===== config.mk =====
export PLATFORM = sky130hd
export DESIGN_NAME = mem_dump
export DESIGN_NICKNAME = d
export VERILOG_FILES = /design/src/rtl/mem_dump.sv
export SDC_FILE = /design/constraint.sdc
export NUM_CORES = 1
export LEC_CHECK = 0
export ABC_AREA = 1
export BUFFER_PORTS_ARGS = -buffer_cell sky130_fd_sc_hd__buf_2
export CORE_MARGIN = 10
export CORE_UTILIZATION = 49
export DETAILED_ROUTE_END_ITERATION = 16
export PLACE_DENSITY = 0.83
export SYNTH_ARGS = -nofsm -noshare
export SYNTH_HDL_FRONTEND = slang
export SYNTH_SLANG_ARGS = --single-unit

===== constraint.sdc =====
create_clock -name CLK -period 1.5 [get_ports CLK]
set_input_delay 0.3 -clock CLK [delete_from_list [all_inputs] [get_ports CLK]]
set_output_delay 0.3 -clock CLK [all_outputs]
set_load 0.05 [all_outputs]

===== src/rtl/mem_dump.sv =====
`default_nettype none
// ============================================================================
// Module      : mem_dump
// Description : Reads consecutive 16-bit memory words while holding the CPU.
//               Streams each word high byte first over a byte-wide
//               valid/ready interface.
//               Optional checksum trailer: define DUMP_CHECKSUM_EN.
// Revision    : 1.0 - initial release
// ============================================================================
module mem_dump #(
    parameter int ADDR_WIDTH = 16,
    parameter int LEN_WIDTH  = 16
) (
    input  logic                  CLK,
    input  logic                  RST,
    input  logic                  start,
    input  logic [ADDR_WIDTH-1:0] start_addr,
    input  logic [LEN_WIDTH-1:0]  length,
    output logic [ADDR_WIDTH-1:0] mem_addr,
    output logic                  mem_rd_en,
    input  logic [15:0]           mem_rdata,
    output logic [7:0]            tx_data,
    output logic                  tx_valid,
    input  logic                  tx_ready,
    output logic                  busy,
    output logic                  done,
    output logic                  cpu_hold
);

    localparam logic [2:0] S_IDLE    = 3'd0;
    localparam logic [2:0] S_READ    = 3'd1;
    localparam logic [2:0] S_WAIT    = 3'd2;
    localparam logic [2:0] S_SEND_HI = 3'd3;
    localparam logic [2:0] S_SEND_LO = 3'd4;
    localparam logic [2:0] S_FINISH  = 3'd5;
    localparam logic [2:0] S_CSUM_HI = 3'd6;
    localparam logic [2:0] S_CSUM_LO = 3'd7;

`ifdef DUMP_CHECKSUM_EN
    localparam logic [2:0] S_AFTER_LAST = S_CSUM_HI;
`else
    localparam logic [2:0] S_AFTER_LAST = S_FINISH;
`endif

    logic [2:0]            state_q, state_d;
    logic [ADDR_WIDTH-1:0] addr_q, addr_d;
    logic [LEN_WIDTH-1:0]  remaining_q, remaining_d;
    logic [15:0]           word_q, word_d;
    logic                  w_hs;

`ifdef DUMP_CHECKSUM_EN
    logic [15:0]           sum_q, sum_d;
`endif

    assign w_hs = tx_valid & tx_ready;

    always_comb begin
        state_d     = state_q;
        addr_d      = addr_q;
        remaining_d = remaining_q;
        word_d      = word_q;
`ifdef DUMP_CHECKSUM_EN
        sum_d       = sum_q;
`endif
        case (state_q)
            S_IDLE: begin
                if (start) begin
                    addr_d      = start_addr;
                    remaining_d = length;
`ifdef DUMP_CHECKSUM_EN
                    sum_d       = 16'h0000;
                    state_d     = (length != '0) ? S_READ : S_CSUM_HI;
`else
                    // A zero-length dump idles one cycle in WAIT so done lands two cycles after start.
                    state_d     = (length != '0) ? S_READ : S_WAIT;
`endif
                end
            end
            S_READ: state_d = S_WAIT;
            S_WAIT: begin
                if (remaining_q == '0) begin
                    state_d = S_FINISH;
                end else begin
                    word_d  = mem_rdata;
`ifdef DUMP_CHECKSUM_EN
                    sum_d   = sum_q + mem_rdata;
`endif
                    state_d = S_SEND_HI;
                end
            end
            S_SEND_HI: if (w_hs) state_d = S_SEND_LO;
            S_SEND_LO: begin
                if (w_hs) begin
                    addr_d      = addr_q + 1'b1;
                    remaining_d = remaining_q - 1'b1;
                    state_d     = (remaining_q == LEN_WIDTH'(1)) ? S_AFTER_LAST : S_READ;
                end
            end
`ifdef DUMP_CHECKSUM_EN
            S_CSUM_HI: if (w_hs) state_d = S_CSUM_LO;
            S_CSUM_LO: if (w_hs) state_d = S_FINISH;
`endif
            S_FINISH: state_d = S_IDLE;
            default:  state_d = S_IDLE;
        endcase
    end

    always_ff @(posedge CLK or negedge RST) begin
        if (!RST) begin
            state_q     <= S_IDLE;
            addr_q      <= '0;
            remaining_q <= '0;
            word_q      <= 16'h0000;
`ifdef DUMP_CHECKSUM_EN
            sum_q       <= 16'h0000;
`endif
        end else begin
            state_q     <= state_d;
            addr_q      <= addr_d;
            remaining_q <= remaining_d;
            word_q      <= word_d;
`ifdef DUMP_CHECKSUM_EN
            sum_q       <= sum_d;
`endif
        end
    end

    // Outputs decode straight from state so reset clears them without waiting for a clock.
    always_comb begin
        tx_data  = 8'h00;
        tx_valid = 1'b0;
        case (state_q)
            S_SEND_HI: begin tx_data = word_q[15:8]; tx_valid = 1'b1; end
            S_SEND_LO: begin tx_data = word_q[7:0];  tx_valid = 1'b1; end
`ifdef DUMP_CHECKSUM_EN
            S_CSUM_HI: begin tx_data = sum_q[15:8];  tx_valid = 1'b1; end
            S_CSUM_LO: begin tx_data = sum_q[7:0];   tx_valid = 1'b1; end
`endif
            default: begin tx_data = 8'h00; tx_valid = 1'b0; end
        endcase
    end

    assign mem_addr  = addr_q;
    assign mem_rd_en = (state_q == S_READ);
    assign busy      = (state_q != S_IDLE) && (state_q != S_FINISH);
    assign cpu_hold  = busy;
    assign done      = (state_q == S_FINISH);

endmodule
`default_nettype wire


==> reports/metrics.cfg <==
[run_status]
status=finished with violations
violations=negative setup slack

[global_route]
busiest_layer=met2
use_met1=0.227
grt_pass1_wl_mm=17.9
grtUsageMet3=0.0603
antenna_found_initial=0
grt_pass1_vias=3946
met2_usage=0.376
grt_max_degree=52
grt_remaining_overflow=0
grt_usage=0.209

[routing]
wl_per_cell_um=16.9
drtIter0Drc=276
drt-pass1-iter-count=6
num_vias=3990
antenna_left=0
drc_errors=0
viasPerCell=5.53
wl_mm=12.2

[critical_path]
r2r-end=remaining_q[10]
crit-reg2reg-launch=state_q[0]
worstPathCellList=inv_2, nand2_4, nor2_4, buf_6, a22o_4, buf_8
required_ns=1.20
cp-start-kind=flop
cp_slowest_stage_delay_ns=0.43
worst-path-max-fanout=7
cp.arrival_ns=1.50
ff2ff_path_depth=12
cp_slowest_cell=dfrtp_1
rrSetupSlack_ns=-0.28
crit_type=reg -> out
crit_path_end_kind=output port

[floorplan]
dieArea_um2=10600
initial_core_util=0.501
ios=81
fp.dieH_um=103
num_rows=30
fp.dieW_um=103
coreArea_um2=6720

[clock_tree]
h-tree-depth=2
cts_buffer_depth=2
cts_tree=done
cts-root-buf=clkbuf_8
insertion_delay_ns=0.32
cts.clk_slew.worst_paths_ns=0.11
cts-buffers-inserted=5
cts.sinks=51

[sta]
fmax_mhz=554
period_needed_ns=1.80
finalSetupTns_ns=-11.58
maxSlewViolCount=0
min_period_over_period=1.20
slew_headroom=0.776
clock_skew_ns=0.00801
hold_viol=0
worst_pin_slew_ns=0.335
worst_slack_ns=-0.304
setup_viol=63
grt_setup_unrepaired=true

[yosys]
synthDistinctLibCells=29
syn-cell-area_um2=3370
synthCells=508
yosysWarnings=0
syn_nets=564
synth_area_per_cell_um2=6.63
yosysSeqAreaShare=0.379
ys_ff_latch=51

[final_layout]
syn2layout_area_growth_pct=45.9
final_net_count=697
drive_gt1_frac=0.319
final_cell_area_um2=4910
fin_cells=722
post-route-util=0.731
n_fill_cell=493
antennaDiodeCount=0

[placed_design]
port_buffers=80
dp.cells=681
dpl.hpwl_mm=7.35
placed_area_um2=4150
place_congestion=0.894

[worst_hold_path]
min_path_cells=3
hold_end=word_q[15]
worstHoldPathType=in -> reg
worstHoldStart=mem_rdata[15]

[power_and_ir_drop]
intPower_w=0.00541
p_comb_frac=0.666
p_leak_nw=2.56
powerDensity_nw_per_um2=2270
netSwitchingFraction=0.514
irDropWorstVdd_v=0.00161
p_seq_frac=0.255
p_switching_w=0.00572
clockPowerShare=0.080

[run]
drv_cap=0

[state kept, by name, indices dropped and copies added (netlist names)]
register and cells:
mem_addr 16, remaining_q 16, word_q 16, state_q 3
[stage by stage]
| step | hold WS [ns] | setup WS, ns | total power (W) |
|---|---|---|---|
| 2_1_floorplan | 0.00441 | -0.246 | 0.00682 |
| 4_1_cts | 0.205 | -0.281 | 0.0102 |
| 3_3_place_gp | 0.314 | 0.0188 | 0.00816 |
| 6_report | 0.210 | -0.304 | 0.0111 |
| 3_5_place_dp | 0.311 | -0.0607 | 0.00838 |
| 5_1_grt | 0.203 | -0.335 | 0.0118 |
[cell usage in the layout, fill, tap and decap left out, types with 4 or more instances in the layout]
cell	instances
a21oi_1	10
a22o_4	8
buf_12	9
buf_2	67
buf_4	37
buf_6	14
buf_8	12
clkbuf_8	5
dfrtp_1	48
ha_1	4
inv_1	40
inv_2	4
nand2_1	183
nand2_2	6
nand3_1	39
nand3_2	6
nand3b_1	4
nand4_1	5
nor2_1	58
nor2_2	4
o21ai_0	27
o21ai_1	8
[logic make-up (layout without fill, tap and decap cells)]
group	after synthesis	after routing	synth area share
AND/OR/NAND/NOR	320	320	0.393
adder cells (fa/ha/maj)	4	4	0.0149
AO/OA/AOI/OAI	65	65	0.114
XOR/XNOR	3	3	0.00781
buffers and inverters	65	199	0.0907
flip-flops	51	51	0.379
[critical path, delay by kind of cell, from the launching register on]
kind,cells,cell delay [ns]
buffers and inverters,3,0.40
AOI/OAI and AO/OA,1,0.14
and+or+nand+nor,2,0.21
DFF,1,0.43
[power groups by stage]
stage          clock network, W  logic (W)  registers, W
2_1_floorplan                 0    0.00346       0.00337
4_1_cts                0.000900    0.00657       0.00275
3_5_place_dp                  0    0.00561       0.00277
6_report               0.000889    0.00741       0.00283
5_1_grt                0.000954    0.00794       0.00293
3_3_place_gp                  0    0.00542       0.00274
[cell usage after synthesis, drive strengths merged]
| master | count | area (um2) |
|---|---|---|
| nand3 | 46 | 230 |
| nor2 | 64 | 243 |
| a22o | 8 | 70.1 |
| o21ai | 38 | 194 |
| nand2 | 192 | 728 |
| clkbuf | 3 | 11.3 |
| buf | 16 | 121 |
| a21oi | 14 | 77.6 |
| dfrtp | 51 | 1280 |
| or2 | 4 | 25.0 |
| xor2 | 3 | 26.3 |
| nand3b | 4 | 30.0 |
| clkinv | 1 | 3.75 |
| ha | 4 | 50.1 |
| o21bai | 3 | 22.5 |
| o211ai | 1 | 7.51 |
| a31oi | 1 | 12.5 |
| inv | 45 | 169 |
| nor3 | 5 | 36.3 |
| nand4 | 5 | 31.3 |
[final cells by class]
class	instances	area (um2)	share of cell area
repair inverters	1	8.76	0.00178
well taps	80	100	0.0204
flip-flops and latches	51	1280	0.261
clock inverters	3	27.5	0.00561
clock buffers	5	68.8	0.0140
multi-input cells	392	1990	0.406
inverters	46	183	0.0372
repair buffers	144	1250	0.254
[timing repair]
action,in CTS,in global routing
hold buffers,1,0
endpoints found under the setup margin,23,64
buffers inserted,16,11
hold endpoints to repair,51,0
pin swaps,3,13
cloned,3,5
resized for setup,58,45
[per-layer routing]
metal  up-vias  share of wire
met4         0          0.032
met1      1856           0.36
met2       203           0.52
met3        43          0.087
met5         -              0
li1       1888              -
[worst max-delay path by stage]
stage               startpoint           to  slack (ns)  depth (start not counted)
floorplan           state_q[2]     cpu_hold       -0.25                          4
global placement    state_q[1]   tx_data[4]        0.02                          6
detailed placement  state_q[1]  mem_addr[3]       -0.06                          9
CTS                 state_q[1]   tx_data[4]       -0.28                          6
global route        state_q[2]     tx_valid       -0.33                          5
finish              state_q[0]   tx_data[1]       -0.30                          6
No activity file was read; power rests on OpenSTA's default activity.
